`config.mk`:
```
export PLATFORM = sky130hd
export DESIGN_NAME = mem_port_arbiter_flat
export DESIGN_NICKNAME = d
export VERILOG_FILES = /design/src/rtl/mem_arb_pkg.sv /design/src/rtl/mem_port_arbiter_if.sv /design/src/rtl/arb_streak_counter.sv /design/src/rtl/mem_port_arbiter.sv /design/src/flat_wrapper.sv
export SDC_FILE = /design/constraint.sdc
export NUM_CORES = 1
export LEC_CHECK = 0
export ABC_CLOCK_PERIOD_IN_PS = 1700
export CAP_MARGIN = 20
export CORE_MARGIN = 2
export CORE_UTILIZATION = 35
export CTS_BUF_LIST = sky130_fd_sc_hd__clkbuf_16
export CTS_CLUSTER_SIZE = 25
export DETAILED_ROUTE_END_ITERATION = 7
export PLACE_DENSITY = 0.78
export SKIP_CTS_REPAIR_TIMING = 1
export SLEW_MARGIN = 10
export SYNTH_ARGS = -nofsm -noshare
export SYNTH_HDL_FRONTEND = slang
export SYNTH_SLANG_ARGS = --single-unit
```
`constraint.sdc`:
```
create_clock -name clk -period 1.7 [get_ports clk]
set_input_delay 0.34 -clock clk [delete_from_list [all_inputs] [get_ports clk]]
set_output_delay 0.34 -clock clk [all_outputs]
set_load 0.01 [all_outputs]
```
`src/rtl/mem_arb_pkg.sv`:
```
// rtl/mem_arb_pkg.sv - shared types and helpers for the IF/MEM memory port arbiter
package mem_arb_pkg;

  localparam int ARB_STATE_W = 2;

  typedef enum logic [ARB_STATE_W-1:0] {
    ARB_IDLE = 2'd0,
    ARB_BUSY = 2'd1,
    ARB_RESP = 2'd2
  } arb_state_t;

  typedef enum logic {
    OWN_IF = 1'b0,
    OWN_D  = 1'b1
  } arb_owner_t;

  // Streak counter width: enough to hold max_streak, never narrower than 3 bits.
  function automatic int streak_cnt_w(input int max_streak);
    int w;
    w = $clog2(max_streak + 1);
    return (w < 3) ? 3 : w;
  endfunction

endpackage

```
`src/rtl/mem_port_arbiter_if.sv`:
```
// rtl/mem_port_arbiter_if.sv - fetch, data and memory-side handshake bundle for the arbiter
interface mem_port_arbiter_if #(
  parameter int ADDR_W = 32,
  parameter int DATA_W = 32
) ();

  logic              if_req;
  logic [ADDR_W-1:0] if_addr;
  logic              if_kill;
  logic              if_rvalid;
  logic [DATA_W-1:0] if_rdata;
  logic              if_stall;

  logic              d_req;
  logic              d_we;
  logic [ADDR_W-1:0] d_addr;
  logic [DATA_W-1:0] d_wdata;
  logic              d_resp;
  logic [DATA_W-1:0] d_rdata;
  logic              d_stall;

  logic              mem_req;
  logic              mem_we;
  logic [ADDR_W-1:0] mem_addr;
  logic [DATA_W-1:0] mem_wdata;
  logic              mem_ack;
  logic [DATA_W-1:0] mem_rdata;

  // Arbiter side.
  modport slave (
    input  if_req, if_addr, if_kill, d_req, d_we, d_addr, d_wdata, mem_ack, mem_rdata,
    output if_rvalid, if_rdata, if_stall, d_resp, d_rdata, d_stall,
    output mem_req, mem_we, mem_addr, mem_wdata
  );

  // Pipeline stages plus memory model.
  modport master (
    output if_req, if_addr, if_kill, d_req, d_we, d_addr, d_wdata, mem_ack, mem_rdata,
    input  if_rvalid, if_rdata, if_stall, d_resp, d_rdata, d_stall,
    input  mem_req, mem_we, mem_addr, mem_wdata
  );

endinterface

```
`src/rtl/arb_streak_counter.sv`:
```
// rtl/arb_streak_counter.sv - saturating count of consecutive contended data grants
module arb_streak_counter
  import mem_arb_pkg::*;
#(
  parameter int MAX_STREAK = 4,
  localparam int CNT_W = streak_cnt_w(MAX_STREAK)
) (
  input  logic clk,
  input  logic reset,
  input  logic clr_i,
  input  logic inc_i,
  output logic at_max_o
);

  logic [CNT_W-1:0] cnt_q, cnt_d;

  always_comb begin
    cnt_d = cnt_q;
    if (clr_i) begin
      cnt_d = '0;
    end else if (inc_i && (cnt_q != CNT_W'(MAX_STREAK))) begin
      cnt_d = cnt_q + 1'b1;
    end
  end

  always_ff @(posedge clk) begin
    if (!reset) begin
      cnt_q <= '0;
    end else begin
      cnt_q <= cnt_d;
    end
  end

  assign at_max_o = (cnt_q == CNT_W'(MAX_STREAK));

endmodule

```
`src/rtl/mem_port_arbiter.sv`:
```
// rtl/mem_port_arbiter.sv - serialises fetch and data requests onto one memory port
// Optional FETCH_FAIRNESS_EN forces a fetch grant after MAX_D_STREAK contended data grants.
module mem_port_arbiter
  import mem_arb_pkg::*;
#(
  parameter int ADDR_W       = 32,
  parameter int DATA_W       = 32,
  parameter int MAX_D_STREAK = 4
) (
  input logic               clk,
  input logic               reset,
  mem_port_arbiter_if.slave arb
);

  arb_state_t        state_q, state_d;
  arb_owner_t        owner_q, owner_d;
  logic              drop_q, drop_d;
  logic              we_q, we_d;
  logic [ADDR_W-1:0] addr_q, addr_d;
  logic [DATA_W-1:0] wdata_q, wdata_d;
  logic [DATA_W-1:0] if_rdata_q, if_rdata_d;
  logic [DATA_W-1:0] d_rdata_q, d_rdata_d;

  logic fetch_ok;
  logic force_if;
  logic grant_d;
  logic grant_if;
  logic if_rvalid;
  logic d_resp;

  assign fetch_ok = arb.if_req & ~arb.if_kill;

`ifdef FETCH_FAIRNESS_EN
  logic streak_at_max;

  arb_streak_counter #(
    .MAX_STREAK (MAX_D_STREAK)
  ) u_streak (
    .clk      (clk),
    .reset    (reset),
    .clr_i    (grant_if | (grant_d & ~arb.if_req)),
    .inc_i    (grant_d & arb.if_req),
    .at_max_o (streak_at_max)
  );

  assign force_if = streak_at_max & fetch_ok;
`else
  assign force_if = 1'b0;
`endif

  assign grant_d  = (state_q == ARB_IDLE) & arb.d_req & ~force_if;
  assign grant_if = (state_q == ARB_IDLE) & fetch_ok & ~grant_d;

  always_comb begin
    state_d    = state_q;
    owner_d    = owner_q;
    drop_d     = drop_q;
    we_d       = we_q;
    addr_d     = addr_q;
    wdata_d    = wdata_q;
    if_rdata_d = if_rdata_q;
    d_rdata_d  = d_rdata_q;
    unique case (state_q)
      ARB_IDLE: begin
        if (grant_d) begin
          owner_d = OWN_D;
          we_d    = arb.d_we;
          addr_d  = arb.d_addr;
          wdata_d = arb.d_wdata;
          state_d = ARB_BUSY;
        end else if (grant_if) begin
          owner_d = OWN_IF;
          we_d    = 1'b0;
          addr_d  = arb.if_addr;
          state_d = ARB_BUSY;
        end
      end
      ARB_BUSY: begin
        // A killed fetch still runs to completion; only its response is dropped.
        if ((owner_q == OWN_IF) && arb.if_kill) begin
          drop_d = 1'b1;
        end
        if (arb.mem_ack) begin
          state_d = ARB_RESP;
          if (owner_q == OWN_IF) begin
            if_rdata_d = arb.mem_rdata;
          end else if (!we_q) begin
            d_rdata_d = arb.mem_rdata;
          end
        end
      end
      ARB_RESP: begin
        state_d = ARB_IDLE;
        drop_d  = 1'b0;
      end
      default: begin
        state_d = ARB_IDLE;
      end
    endcase
  end

  always_ff @(posedge clk) begin
    if (!reset) begin
      state_q    <= ARB_IDLE;
      owner_q    <= OWN_IF;
      drop_q     <= 1'b0;
      we_q       <= 1'b0;
      addr_q     <= '0;
      wdata_q    <= '0;
      if_rdata_q <= '0;
      d_rdata_q  <= '0;
    end else begin
      state_q    <= state_d;
      owner_q    <= owner_d;
      drop_q     <= drop_d;
      we_q       <= we_d;
      addr_q     <= addr_d;
      wdata_q    <= wdata_d;
      if_rdata_q <= if_rdata_d;
      d_rdata_q  <= d_rdata_d;
    end
  end

  assign if_rvalid = (state_q == ARB_RESP) & (owner_q == OWN_IF) & ~drop_q & ~arb.if_kill;
  assign d_resp    = (state_q == ARB_RESP) & (owner_q == OWN_D);

  assign arb.mem_req   = (state_q == ARB_BUSY);
  assign arb.mem_we    = (state_q == ARB_BUSY) & we_q;
  assign arb.mem_addr  = addr_q;
  assign arb.mem_wdata = wdata_q;

  assign arb.if_rvalid = if_rvalid;
  assign arb.if_rdata  = if_rdata_q;
  assign arb.if_stall  = arb.if_req & ~if_rvalid;
  assign arb.d_resp    = d_resp;
  assign arb.d_rdata   = d_rdata_q;
  assign arb.d_stall   = arb.d_req & ~d_resp;

endmodule

```
`src/flat_wrapper.sv`:
```
// flat-port wrapper written by rule: the top's interface ports become plain ports
module mem_port_arbiter_flat import mem_arb_pkg::*;
#(
  parameter int ADDR_W       = 32,
  parameter int DATA_W       = 32,
  parameter int MAX_D_STREAK = 4
)
  (clk, reset, arb_if_req, arb_if_addr, arb_if_kill, arb_d_req, arb_d_we, arb_d_addr, arb_d_wdata, arb_mem_ack, arb_mem_rdata, arb_if_rvalid, arb_if_rdata, arb_if_stall, arb_d_resp, arb_d_rdata, arb_d_stall, arb_mem_req, arb_mem_we, arb_mem_addr, arb_mem_wdata);
  mem_port_arbiter_if #(.ADDR_W(ADDR_W), .DATA_W(DATA_W)) arb_i ();
  input logic clk;
  input logic reset;
  input wire logic [$bits(arb_i.if_req)-1:0] arb_if_req;
  input wire logic [$bits(arb_i.if_addr)-1:0] arb_if_addr;
  input wire logic [$bits(arb_i.if_kill)-1:0] arb_if_kill;
  input wire logic [$bits(arb_i.d_req)-1:0] arb_d_req;
  input wire logic [$bits(arb_i.d_we)-1:0] arb_d_we;
  input wire logic [$bits(arb_i.d_addr)-1:0] arb_d_addr;
  input wire logic [$bits(arb_i.d_wdata)-1:0] arb_d_wdata;
  input wire logic [$bits(arb_i.mem_ack)-1:0] arb_mem_ack;
  input wire logic [$bits(arb_i.mem_rdata)-1:0] arb_mem_rdata;
  output wire logic [$bits(arb_i.if_rvalid)-1:0] arb_if_rvalid;
  output wire logic [$bits(arb_i.if_rdata)-1:0] arb_if_rdata;
  output wire logic [$bits(arb_i.if_stall)-1:0] arb_if_stall;
  output wire logic [$bits(arb_i.d_resp)-1:0] arb_d_resp;
  output wire logic [$bits(arb_i.d_rdata)-1:0] arb_d_rdata;
  output wire logic [$bits(arb_i.d_stall)-1:0] arb_d_stall;
  output wire logic [$bits(arb_i.mem_req)-1:0] arb_mem_req;
  output wire logic [$bits(arb_i.mem_we)-1:0] arb_mem_we;
  output wire logic [$bits(arb_i.mem_addr)-1:0] arb_mem_addr;
  output wire logic [$bits(arb_i.mem_wdata)-1:0] arb_mem_wdata;
  assign arb_i.if_req = arb_if_req;
  assign arb_i.if_addr = arb_if_addr;
  assign arb_i.if_kill = arb_if_kill;
  assign arb_i.d_req = arb_d_req;
  assign arb_i.d_we = arb_d_we;
  assign arb_i.d_addr = arb_d_addr;
  assign arb_i.d_wdata = arb_d_wdata;
  assign arb_i.mem_ack = arb_mem_ack;
  assign arb_i.mem_rdata = arb_mem_rdata;
  assign arb_if_rvalid = arb_i.if_rvalid;
  assign arb_if_rdata = arb_i.if_rdata;
  assign arb_if_stall = arb_i.if_stall;
  assign arb_d_resp = arb_i.d_resp;
  assign arb_d_rdata = arb_i.d_rdata;
  assign arb_d_stall = arb_i.d_stall;
  assign arb_mem_req = arb_i.mem_req;
  assign arb_mem_we = arb_i.mem_we;
  assign arb_mem_addr = arb_i.mem_addr;
  assign arb_mem_wdata = arb_i.mem_wdata;
  mem_port_arbiter #(.ADDR_W(ADDR_W), .DATA_W(DATA_W), .MAX_D_STREAK(MAX_D_STREAK)) u_core (.clk(clk), .reset(reset), .arb(arb_i));
endmodule
```
=== Word level (Yosys, flattened, before mapping) ===
Cells that the tools add are included.
Widths: inputs -> output; s select.

* Flip-flop bits (word level): 133
* Word-level logic and storage cells: 52

* Equality and inequality tests: 5
* Multiplexer cells: 11
* Bitwise operators: 18
* Reduce and logical (&&, ||, !) cells: 10

{| class="wikitable"
|+ Operators with widths
! operator !! number
|-
| $mux 32 || 2
|-
| $and 1x1->1 || 11
|-
| $reduce_and 2->1 || 4
|-
| $not 1->1 || 7
|-
| $mux 2 || 3
|-
| $mux 1 || 4
|-
| $pmux 2 s2 || 1
|-
| $reduce_and 4->1 || 1
|-
| $reduce_bool 2->1 || 2
|-
| $ne 3x1->1 const B || 1
|-
| $reduce_and 3->1 || 1
|-
| $eq 2x1->1 const B || 1
|-
| $eq 2x2->1 const B || 1
|-
| $logic_not 2->1 || 1
|-
| $ne 2x1->1 const B || 1
|-
| $ne 2x2->1 const B || 1
|-
| $pmux 1 s2 || 1
|-
| $logic_and 1x1->1 || 1
|}

=== Longest topological paths before layout ===
Gate-level depths: netlist of the first run.

* Word-level depth: 7
* Gate-level depth with buffers: 6
* Mapped depth without buffers: 3

=== Least setup slack after synthesis of the first run ===
Ideal clock, no wire load.

* Path kind: register -> register
* Start: register u_core.state_q[1]
* End: register u_core.addr_q[1] (netlist: u_core.arb.mem_addr[1])
* Data arrival time: 1.617 ns
* Data required time: 1.581 ns
* Setup slack: -0.036 ns
* Cell stages (with the launch flop): 7
* Path buffers: 3
* Cell sequence: dfxtp_1 buf_6 or4b_4 or2_1 buf_6 buf_6 o221a_1

* Longest elaborated chain between the ends: 6
* Elaborated cells on any way between the ends: 8
* Those cells by class: mux: 1; bitwise: 4; reduce/logical: 3

{| class="wikitable"
|+ Ends and longest elaborated chain
! item !! RTL line !! RTL
|-
| start, declared || mem_port_arbiter.sv:15 || <nowiki>arb_state_t state_q, state_d;</nowiki>
|-
| start signal, assigned || mem_port_arbiter.sv:113 || <nowiki>state_q <= state_d;</nowiki>
|-
| $logic_not 2->1 (*) || mem_port_arbiter.sv:51, mem_port_arbiter.sv:52, mem_port_arbiter.sv:63 ||
|-
| $and 1x1->1 || mem_port_arbiter.sv:51 || <nowiki>assign grant_d = (state_q == ARB_IDLE) & arb.d_req & ~force_if;</nowiki>
|-
| $not 1->1 || mem_port_arbiter.sv:52 || <nowiki>assign grant_if = (state_q == ARB_IDLE) & fetch_ok & ~grant_d;</nowiki>
|-
| $and 1x1->1 || mem_port_arbiter.sv:52 ||
|-
| $reduce_bool 2->1 (no line) || n/a ||
|-
| $reduce_and 2->1 (no line) || n/a ||
|-
| end signal, assigned || mem_port_arbiter.sv:117 || <nowiki>addr_q <= addr_d;</nowiki>
|-
| end, declared || mem_port_arbiter.sv:19 || <nowiki>logic [ADDR_W-1:0] addr_q, addr_d;</nowiki>
|}

Mark *: on every way between the ends. The rest lies on a longest branch, timed or not.
A chain may end at the register's enable or synchronous reset.

=== Worst setup path in the final report of the first run ===
* Start: register u_core.state_q[1]
* End: output port arb_mem_we

* Longest elaborated chain between the ends: 2

{| class="wikitable"
|+ Ends and longest elaborated chain
! item !! RTL line !! RTL
|-
| $eq 2x1->1 || mem_port_arbiter.sv:128 || <nowiki>assign arb.mem_we = (state_q == ARB_BUSY) & we_q;</nowiki>
|-
| $and 1x1->1 || mem_port_arbiter.sv:128 ||
|-
| end, declared || flat_wrapper.sv:28 || <nowiki>output wire logic [$bits(arb_i.mem_we)-1:0] arb_mem_we;</nowiki>
|}

No other way between the ends.

==> results_dict.tcl, run 1 <==
set metrics [dict create \
    synth_top_family_by_area "compound AO/OA/AOI/OAI gates" \
    root_buffer "clkbuf_16" \
    period_minus_slack_ns 1.76 \
    cts.htree.levels 4 \
    netlist_area_um2 5050 \
    status "complete, but fails checks" \
    syn_nets 698 \
    antenna_found_initial 0 \
    drive_above_1_share_pct 9.56 \
    setup_tns_ns -1.12 \
    cp_common_cell "buf_6" \
    cp_slowest_cell "dfxtp_4" \
    crit_family "simple AND/OR/NAND/NOR gates" \
    rsz0062_at_grt "yes" \
    nets 971 \
    clk_pin_slew_worst_paths_ns 0.05 \
    drc_errors 0 \
    synth_area_leaders "dfxtp_1, nand2_1, o221a_1" \
    cts_tree "yes" \
    yosysTopAreaCell "dfxtp_1" \
    p_per_area_nw_per_um2 950 \
    port_buffers 268 \
    finalPower_mw 8.43 \
    holdCritPathClass "in -> reg" \
    wl_per_cell_um 16.5 \
    antenna-diode-count 0 \
    area_growth_pct 75.9 \
    dr.pass1.iters 4 \
    setup_ws_ns -0.0644 \
    clk_path_buf_depth 2 \
    cap_violations 0 \
    yosysWarnings 0 \
    finClkSkew_ns 0.00998 \
    synth_most_common_cell "nand2_1" \
    synth-simple-area-share_pct 17.3 \
    finalCritPeriodShare_pct 104 \
    dp_hpwl_um 11400 \
    rows 43 \
    dieArea_um2 15400 \
    critical_path_buf_inv_count 2 \
    grt-ovfl-total 0 \
    ant_nets 0 \
    wirelength_um 17000 \
    utilization_pct 63.4 \
    async_reset_ff_share_pct 0 \
    ys_ff_latch 133 \
    cts_buffers 17 \
    synthMuxAreaShare_pct 6.35 \
    synthCells 563 \
    synth_edf_count 0 \
    ir_drop_mv 0.640 \
    avgViaCountPerCell 4.93 \
    critPathKind "reg -> out" \
    failed_checks "negative setup slack" \
    synth_top_area_share_pct 52.8 \
    die_x_um 124 \
    worst_setup_path_end_kind "output pin" \
    postSynthAreaPerCell_um2 8.96 \
    relSlewSlack_pct 79.0 \
    synth_compound_area_share_pct 18.9 \
    cp.required_ns 1.36 \
    grt_pass1_wl_um 24100 \
    setup_viol 34 \
    die_h_um 124 \
    clock-sinks 133 \
    finalHoldViolCount 0 \
    worst_pin_slew_ns 0.307 \
    yosysSeqAreaShare_pct 52.8 \
    arrival_ns 1.42 \
    nFillCells 1158 \
    ys_types 31 \
    via_count 5059 \
    drtIter0Drc 257 \
    critPathLaunchType "register" \
    clock_latency_ns 0.41 \
    grt_max_degree 70 \
    synthFlopType "dfxtp_1" \
    synth_fa_ha_area_share_pct 0 \
    core-area_um2 14000 \
    grt_pass1_vias 4764 \
    gp_congestion 0.774 \
    synth-xor-area-share_pct 0 \
    drv_slew 0 \
    power_leakage_nw 3.46 \
    synth_common_cells "nand2_1, dfxtp_1, a21oi_1, clkbuf_1, o21a_1" \
    max_freq_mhz 567 \
    initial_utilization_pct 36.1 \
    crit_chain "buf_6 -> and2b_2 -> and2_4 -> buf_6" \
    cpPeakStageDelay_ns 0.39 \
    ios 269 \
    critPathMaxFanout 6 \
    grt_usage_pct 20.3 \
]
[layout by cell type, fill, tap and decap left out, types with 2 or more instances in the layout]
master           instances
clkinvlp_4               2
a21oi_1                 65
nand2_1                193
clkinv_1                 2
buf_4                   17
buf_6                    6
inv_1                    3
o221a_4                  2
clkdlybuf4s50_1        249
bufinv_16                3
clkinv_2                 3
mux2i_1                 32
clkbuf_16               21
o21a_1                  33
buf_12                  11
dlymetal6s2s_1          15
nor2_1                   3
dfxtp_1                131
o221a_1                 30
nor2b_1                  3
[cells by family (layout without fill, tap and decap cells)]
| logic type | count (synthesis) | after routing |
|---|---|---|
| AOI/OAI and AO/OA | 133 | 133 |
| DFF | 133 | 133 |
| muxes | 32 | 32 |
| buffers and inverters | 51 | 335 |
| and+or+nand+nor | 214 | 214 |
[metal layers]
layer | routed length, µm | vias up | GRT usage (%)
li1 | - | 2462 | -
met4 | 344 | 0 | 7.44
met1 | 6660 | 2370 | 22.5
met3 | 1660 | 26 | 8.88
met2 | 8320 | 201 | 34.5
met5 | 0 | - | 0
[layout make-up]
class	count	area [µm²]	share of cell area (%)
inverters	2	7.51	0.0846
clock buffers	17	425	4.79
clock inverters	13	144	1.62
multi-input cells	379	2200	24.8
well taps	180	225	2.54
flip-flops and latches	133	2670	30.1
repair buffers	303	3200	36.1
[stage by stage]
stage               area, µm²  hold slack [ns]  worst slack (ns)  instances
detailed placement       8050            0.446            -0.445        988
CTS                      8620            0.301            -0.589       1018
global placement         8050            0.440            -0.427        988
floorplan                5050            0.440           -0.0361        563
global route             8870            0.321            -0.122       1027
finish                   8870            0.301           -0.0644       1027
[worst paths after layout]
check	start	to	slack, ns	depth (start not counted)
worst max-delay path	u_core.state_q[1]	arb_mem_we	-0.06	4
worst min-delay path	reset	u_core.drop_q	0.30	3
worst max register to register	u_core.state_q[1]	u_core.arb.mem_addr[26]	-0.05	4
worst min register to register	u_core.arb.mem_wdata[10]	u_core.arb.mem_wdata[10]	0.45	2
[power by group]
part / leakage [nW] / switching, mW / internal [mW]
registers: 1.09 / 0.102 / 3.31
logic: 2.08 / 0.595 / 0.867
clock network: 0.282 / 1.30 / 2.26
[worst register-to-register path: stages, from the launching register on]
cell       delay, ns
dfxtp_4         0.37
or4b_4          0.55
or2_4           0.30
clkbuf_16       0.18
o221a_1         0.24
[state kept, by name, summed over array words and instances, names as in the netlist]
signal                count
u_core.arb.if_rdata      32
u_core.drop_q             1
u_core.arb.d_rdata       32
u_core.state_q            2
u_core.arb.mem_wdata     32
u_core.owner_q            1
u_core.we_q               1
u_core.arb.mem_addr      32
No activity file was read; power rests on OpenSTA's default activity.
==> run 2: changes to the inputs <==
- CTS_BUF_LIST: sky130_fd_sc_hd__clkbuf_16 -> default
==> results_dict.tcl, run 2 (synthesis results as in run 1) <==
set metrics [dict create \
    finalHoldViolCount 0 \
    area_growth_pct 76.3 \
    critPathKind "reg -> out" \
    status "complete, but fails checks" \
    p_per_area_nw_per_um2 959 \
    regArea_um2 2670 \
    avgViaCountPerCell 4.91 \
    worst_setup_path_end_kind "output pin" \
    post-place-ws_ns -0.445 \
    wl_per_cell_um 16.5 \
    final_common_cell "clkdlybuf4s50_1" \
    power_leakage_nw 3.47 \
    power.share.switching_pct 23.5 \
    grt_pass1_vias 4762 \
    wirelength_um 17000 \
    ir_drop_mv 0.644 \
    dp_hpwl_um 11400 \
    initial_utilization_pct 36.1 \
    setup_viol 34 \
    finClkSkew_ns 0.00982 \
    gp_congestion 0.774 \
    nFillCells 1151 \
    final_cell_mix "clkdlybuf4s50_1, nand2_1, dfxtp_1, a21oi_1, o21a_1" \
    grt_pass1_wl_um 24100 \
    antenna-diode-count 0 \
    ios 269 \
    rsz0062_at_grt "yes" \
    cap_violations 0 \
    relSlewSlack_pct 78.9 \
    cts.htree.levels 4 \
    critPathLaunchType "register" \
    grt_usage_pct 20.4 \
    antenna_found_initial 0 \
    die_x_um 124 \
    seqPwrFrac_pct 39.9 \
    dr.pass1.iters 5 \
    dieArea_um2 15400 \
    finalCritPeriodShare_pct 104 \
    drive_above_1_share_pct 9.80 \
    whs_ns 0.302 \
    drv_slew 0 \
    power_frac_comb_pct 17.1 \
    max_freq_mhz 567 \
    root_buffer "clkbuf_16" \
    p_int_mw 6.53 \
    clock_latency_ns 0.42 \
    core-area_um2 14000 \
    final_cell_count_no_fill 1027 \
    clk_pin_slew_worst_paths_ns 0.05 \
    placed_cells 988 \
    holdCritPathClass "in -> reg" \
    via_count 5043 \
    grt-ovfl-total 0 \
    die_h_um 124 \
    multi_input_area_um2 2200 \
    arrival_ns 1.42 \
    failed_checks "negative setup slack" \
    port_buffers 268 \
    ant_nets 0 \
    drtIter0Drc 287 \
    worst_pin_slew_ns 0.308 \
    drc_errors 0 \
    clkPwrFrac_pct 42.9 \
    cts_buffers 17 \
    setup_ws_ns -0.0633 \
    clock-sinks 133 \
    rows 43 \
    cp.required_ns 1.36 \
    setup_tns_ns -1.08 \
    critPathMaxFanout 6 \
    grt_max_degree 70 \
    netSwitchingPower_mw 2.00 \
    nets 971 \
    cts_tree "yes" \
    clk_path_buf_depth 2 \
    period_minus_slack_ns 1.76 \
]
[run 2: cell count changes in the layout (fill, tap and decap cells not counted), sizes merged]
cell,before,now
dlymetal6s2s,15,16
clkinv,6,4
inv,4,2
clkbuf,21,25
clkdlybuf4s50,249,248
[run 2: final timing paths]
kind | end | start | slack (ns) | depth (start not counted)
max | arb_mem_we | u_core.state_q[1] | -0.06 | 4
max reg2reg | u_core.arb.mem_addr[23] | u_core.state_q[1] | -0.05 | 4
min reg2reg | u_core.arb.mem_wdata[10] | u_core.arb.mem_wdata[10] | 0.45 | 2
min | u_core.drop_q | reset | 0.30 | 3
[run 2: critical path: stages, from the launching register on]
cell and delay, ns:
dfxtp_4 0.39, buf_6 0.11, and2b_2 0.24, and2_4 0.16, buf_6 0.11
[run 2: final cells by class]
class	instances	share of cell area, %
Tap cell	180	2.53
Multi-Input combinational cell	379	24.8
Sequential cell	133	30.0
Clock inverter	9	1.45
Timing Repair Buffer	303	36.0
Clock buffer	21	5.18
Inverter	2	0.0844
[run 2: through the flow]
stage | total power, mW | instance area [µm²] | utilization, %
after floorplan | 3.99 | 5050 | -
after global placement | 4.87 | 8050 | 57.5
after detailed placement | 4.89 | 8050 | 57.5
after CTS | 8.58 | 8640 | 61.8
after global routing | 8.89 | 8900 | 63.6
final | 8.53 | 8900 | 63.6
[run 2: power groups by stage]
stage | clock (mW) | sequential (mW) | combinational (mW)
floorplan | 0 | 3.54 | 0.452
global placement | 0 | 3.47 | 1.40
detailed placement | 0 | 3.47 | 1.42
CTS | 3.74 | 3.40 | 1.43
global route | 3.89 | 3.43 | 1.58
finish | 3.66 | 3.41 | 1.46
[run 2: per-layer routing]
layer	global-route usage [%]	share of wire, %
met5	0	0
met1	22.5	38
met2	34.4	49
met4	7.65	2.0
met3	8.97	11
==> run 3: changes to the inputs <==
- CAP_MARGIN: 20 -> default
==> results of run 3 <==
No change in the layout: final DEF, timing and power equal those of run 2.
